## src/rtl/mult_pkg.sv

```systemverilog
// Shared types and constants for the shift-add multiplier.
package mult_pkg;

    typedef enum logic [1:0] {
        ST_IDLE = 2'd0,
        ST_CALC = 2'd1,
        ST_DONE = 2'd2
    } mult_state_e;

    localparam int MULT_WIDTH_DEFAULT = 32;

    // Counter must reach WIDTH itself, hence WIDTH+1 codes.
    function automatic int mult_cnt_w(input int width);
        return $clog2(width + 1);
    endfunction

endpackage

```

## src/rtl/seq_mult_ctrl.sv

```systemverilog
// Control FSM, iteration counter and registered ready/busy flags.
import mult_pkg::*;

module seq_mult_ctrl #(
    parameter int WIDTH = MULT_WIDTH_DEFAULT
) (
    input  logic clk,
    input  logic reset,
    input  logic run,
    output logic load,
    output logic iter,
    output logic ready,
    output logic busy
);

    localparam int CW = mult_cnt_w(WIDTH);
    localparam logic [CW-1:0] LAST = CW'(WIDTH - 1);

    mult_state_e   state_q, state_d;
    logic [CW-1:0] cnt_q, cnt_d;
    logic          ready_q, ready_d;
    logic          busy_q, busy_d;

    always_comb begin
        state_d = state_q;
        cnt_d   = cnt_q;
        ready_d = ready_q;
        busy_d  = busy_q;
        load    = 1'b0;
        iter    = 1'b0;
        unique case (state_q)
            ST_IDLE: begin
                if (run) begin
                    load    = 1'b1;
                    cnt_d   = '0;
                    busy_d  = 1'b1;
                    state_d = ST_CALC;
                end
            end
            ST_CALC: begin
                iter  = 1'b1;
                cnt_d = cnt_q + CW'(1);
                if (cnt_q == LAST) begin
                    busy_d  = 1'b0;
                    ready_d = 1'b1;
                    state_d = ST_DONE;
                end
            end
            ST_DONE: begin
                if (!run) begin
                    ready_d = 1'b0;
                    state_d = ST_IDLE;
                end
            end
            default: begin
                state_d = ST_IDLE;
                ready_d = 1'b0;
                busy_d  = 1'b0;
            end
        endcase
    end

    always_ff @(posedge clk or negedge reset) begin
        if (!reset) begin
            state_q <= ST_IDLE;
            cnt_q   <= '0;
            ready_q <= 1'b0;
            busy_q  <= 1'b0;
        end else begin
            state_q <= state_d;
            cnt_q   <= cnt_d;
            ready_q <= ready_d;
            busy_q  <= busy_d;
        end
    end

    assign ready = ready_q;
    assign busy  = busy_q;

endmodule

```

## src/rtl/seq_multiplier.sv

```systemverilog
// Unsigned shift-add multiplier: WIDTH add/shift iterations per product.
import mult_pkg::*;

module seq_multiplier #(
    parameter int WIDTH = MULT_WIDTH_DEFAULT
) (
    input  logic               clk,
    input  logic               reset,
    input  logic               run,
    input  logic [WIDTH-1:0]   multiplicand,
    input  logic [WIDTH-1:0]   multiplier,
    output logic [2*WIDTH-1:0] product,
    output logic               ready,
    output logic               busy
);

    logic load;
    logic iter;

    seq_mult_ctrl #(.WIDTH(WIDTH)) u_ctrl (
        .clk   (clk),
        .reset (reset),
        .run   (run),
        .load  (load),
        .iter  (iter),
        .ready (ready),
        .busy  (busy)
    );

    logic [2*WIDTH-1:0] prod_q, prod_d;
    logic [WIDTH-1:0]   mcand_q, mcand_d;
    logic [WIDTH:0]     sum;
    logic [WIDTH:0]     acc;

    // Carry out of the upper-half add becomes the new MSB after the shift.
    always_comb begin
        sum     = {1'b0, prod_q[2*WIDTH-1:WIDTH]} + {1'b0, mcand_q};
        acc     = prod_q[0] ? sum : {1'b0, prod_q[2*WIDTH-1:WIDTH]};
        prod_d  = prod_q;
        mcand_d = mcand_q;
        if (load) begin
            prod_d  = {{WIDTH{1'b0}}, multiplier};
            mcand_d = multiplicand;
        end else if (iter) begin
            prod_d = {acc, prod_q[WIDTH-1:1]};
        end
    end

    always_ff @(posedge clk or negedge reset) begin
        if (!reset) begin
            prod_q  <= '0;
            mcand_q <= '0;
        end else begin
            prod_q  <= prod_d;
            mcand_q <= mcand_d;
        end
    end

    assign product = prod_q;

endmodule

```

## config.mk

```make
export PLATFORM = sky130hd
export DESIGN_NAME = seq_multiplier
export DESIGN_NICKNAME = d
export VERILOG_FILES = /design/src/rtl/mult_pkg.sv /design/src/rtl/seq_mult_ctrl.sv /design/src/rtl/seq_multiplier.sv
export SDC_FILE = /design/constraint.sdc
export NUM_CORES = 1
export LEC_CHECK = 0
export ABC_AREA = 1
export ABC_CLOCK_PERIOD_IN_PS = 2700
export CAP_MARGIN = 40
export CORE_UTILIZATION = 33
export DETAILED_ROUTE_END_ITERATION = 8
export GPL_TIMING_DRIVEN = 0
export SLEW_MARGIN = 0
export SYNTH_ARGS = -nofsm -noshare
export SYNTH_HDL_FRONTEND = slang
export SYNTH_SLANG_ARGS = --single-unit
```

## constraint.sdc

```tcl
create_clock -name clk -period 2.7 [get_ports clk]
set_input_delay 0.81 -clock clk [delete_from_list [all_inputs] [get_ports clk]]
set_output_delay 0.81 -clock clk [all_outputs]
set_load 0.02 [all_outputs]
```

==> flow_summary_export.csv <==
group,metric,value,unit
synth,syn_area,7010,µm²
clocking,clock_latency,370,ps
timing,tightestPinTransition,745,ps
timing,drv_slew,0,
run,maxCapViolations,0,
critical_path,cp-end-kind,"output pin",
cells_and_area,drive_above_1_share,5.16,%
critical_path,r2r-end,"product[51]",
clocking,post_cts_resized,0,
routing,num_vias,6793,
power_and_ir_drop,ir_worst_vdd,0.571,mV
critical_path,setup.worst_path.class,"flop to output pin",
floorplanning,io_pins,133,
critical_path,path_delay_family,"buffers and inverters",
timing,rsz0062_at_grt,"no",
critical_path,worstPathArrival,1540,ps
clocking,cts_htree_levels,3,
synth,asyncSetResetFlopFracSynth,100,%
critical_path,r2r_start,"product[32]",
critical_path,worstPathRequired,1890,ps
critical_path,startpoint,"product[55]",
global_routing,grt_pass1_wl,34700,µm
synth,synthDistinctLibCells,35,
critical_path,worstPathMaxFanout,4,
routing,antenna_left,0,
floorplanning,core_region_area,20500,µm²
timing,slew_headroom,50.3,%
global_routing,grt_pass1_vias,6739,
synth,synth-edff-count,0,
cells_and_area,area_growth,28.3,%
global_routing,antenna_found_initial,0,
run_status,status,"completed",
routing,drc,0,
clocking,post_cts_buffers,0,
timing,period_needed,2350,ps
placement,port-buffer-count,132,
timing,setup_viol_count_final,0,
synth,ys_seq_elements,106,
hold_path,min_path_type,"input pin to async pin",
timing,tns,0,ps
critical_path,cp_cell_sequence,"clkdlybuf4s50_1",
synth,yosysTopAreaCellShare,37.9,%
timing,hold_violations,0,
cells_and_area,num_antenna_cells,0,
placement,gp_congestion,0.887,
synth,syn-instance-count,1071,
timing,timing.fmax,0.426,GHz
clocking,cts-root-buf,"clkbuf_16",
floorplanning,rows,52,
floorplanning,die_y,148,µm
global_routing,grt_max_degree,65,
critical_path,crit_slowest_cell,"clkdlybuf4s50_1",
floorplanning,die_area,21800,µm²
cells_and_area,final_nets,1316,
synth,synth_fp_nets,1172,
clocking,cts.sinks,106,
routing,wl_per_cell,14.4,µm
power_and_ir_drop,p_per_area,1440,nW/µm²
clocking,cts_buffers,9,
placement,hpwl,16700,µm
routing,wl,21400,µm
global_routing,overflow,0,
clocking,path_clk_slew,90,ps
critical_path,cp.buffers_inverters,1,
critical_path,r2r_slack,370,ps
clocking,cts_buffer_depth,2,
power_and_ir_drop,p_leak,4.84,nW
clocking,hold_buffers,0,
routing,drt-initial-drc-count,368,
timing,min_period_over_period,86.9,%
critical_path,start_kind,"flop",
timing,holdWs,438,ps
critical_path,cpPeakStageDelay,670,ps
synth,synth-main-ff-cell,"dfrtp_1",
critical_path,ff2ff_path_depth,12,
synth,synth.area.top_cells,"dfrtp_1, nand2_1, inv_1",
floorplanning,start_util,34.2,%
floorplanning,die_width,148,µm
routing,viasPerCell,4.56,
clocking,cts_tree,"built",
timing,skew,16.9,ps
synth,synth_common_cells,"nand2_1, inv_1, dfrtp_1",
synth,synth_top_area_cell,"dfrtp_1",
global_routing,grt_usage,20.5,%
synth,syn_area_per_cell,6.54,µm²
routing,dr.pass1.iters,4,
synth,synth_most_common_cell,"nand2_1",
synth,synth-seq-area-share,37.9,%
cells_and_area,fillers,2197,
synth,yosys_warnings,0,
cell type report:
type                    instances  area [µm²]  share of cell area (%)
plain buffers                  31         158                    1.75
flip-flops and latches        106        2650                    29.5
clock inverters                 7        73.8                   0.821
clock buffers                   9         225                    2.50
multi-input cells             779        3620                    40.2
inverters                     155         582                    6.47
well taps                     270         338                    3.76
repair buffers                133        1350                    15.0
per-layer routing:
layer | GRT usage [%] | share of wire (%) | vias to the layer above
met4 | 6.08 | 1.7 | 0
met3 | 4.41 | 5.9 | 20
met5 | 0 | 0 | -
li1 | - | - | 3564
met1 | 27.2 | 48 | 3067
met2 | 33.3 | 45 | 142
worst max-delay path by stage:
stage | endpoint | slack, ps | cells after the start
finish | product[55] | 350 | 1
global route | product[51] | 170 | 12
CTS | product[55] | 330 | 1
detailed placement | mcand_q[21] | 270 | 7
global placement | product[27] | -3470 | 1
floorplan | product[47] | 690 | 12
flip-flops by register name, indices dropped and copies added (netlist names):
register / count
mcand_q: 32
product: 64
u_ctrl.cnt_q: 6
u_ctrl.state_q: 2
u_ctrl.busy: 1
u_ctrl.ready: 1
where the power goes:
group | internal (mW) | switching, mW | total, mW
combinational | 3.26 | 5.25 | 8.51
clock | 0.653 | 0.714 | 1.37
sequential | 2.40 | 0.690 | 3.09
total | 6.32 | 6.65 | 13.0
cells in the final DEF, fill, tap and decap left out, types with 13 or more instances in the layout:
cell | Yosys | final
nand2_1 | 470 | 470
clkdlybuf4s50_1 | 0 | 131
nor2_1 | 76 | 76
nand3_1 | 69 | 69
o21ai_1 | 16 | 16
dfrtp_1 | 106 | 106
inv_1 | 152 | 152
o21ai_0 | 26 | 26
clkbuf_1 | 13 | 13
ha_1 | 33 | 33
a21oi_1 | 34 | 34
per-stage QoR:
step / std cells / cell area [µm²] / worst slack [ps] / total power, mW / utilization [%]
2_1_floorplan: 1071 / 7010 / 692 / 8.75 / -
3_3_place_gp: 1473 / 8670 / -3470 / 11.5 / 42.3
3_5_place_dp: 1474 / 8690 / 267 / 11.6 / 42.4
4_1_cts: 1490 / 8990 / 331 / 13.0 / 43.9
5_1_grt: 1490 / 8990 / 173 / 14.3 / 43.9
6_report: 1490 / 8990 / 353 / 13.0 / 43.9
cell families (layout without fill, tap and decap cells):
| kind of cell | Yosys count | count (layout) | share of synthesized area [%] |
|---|---|---|---|
| buf+inv | 186 | 335 | 10.6 |
| compound gates | 89 | 89 | 6.89 |
| simple gates | 644 | 644 | 37.0 |
| xor+xnor | 12 | 12 | 1.50 |
| flops | 106 | 106 | 37.9 |
| fa+ha+maj | 34 | 34 | 6.18 |
(Power assumes the default switching activity.)
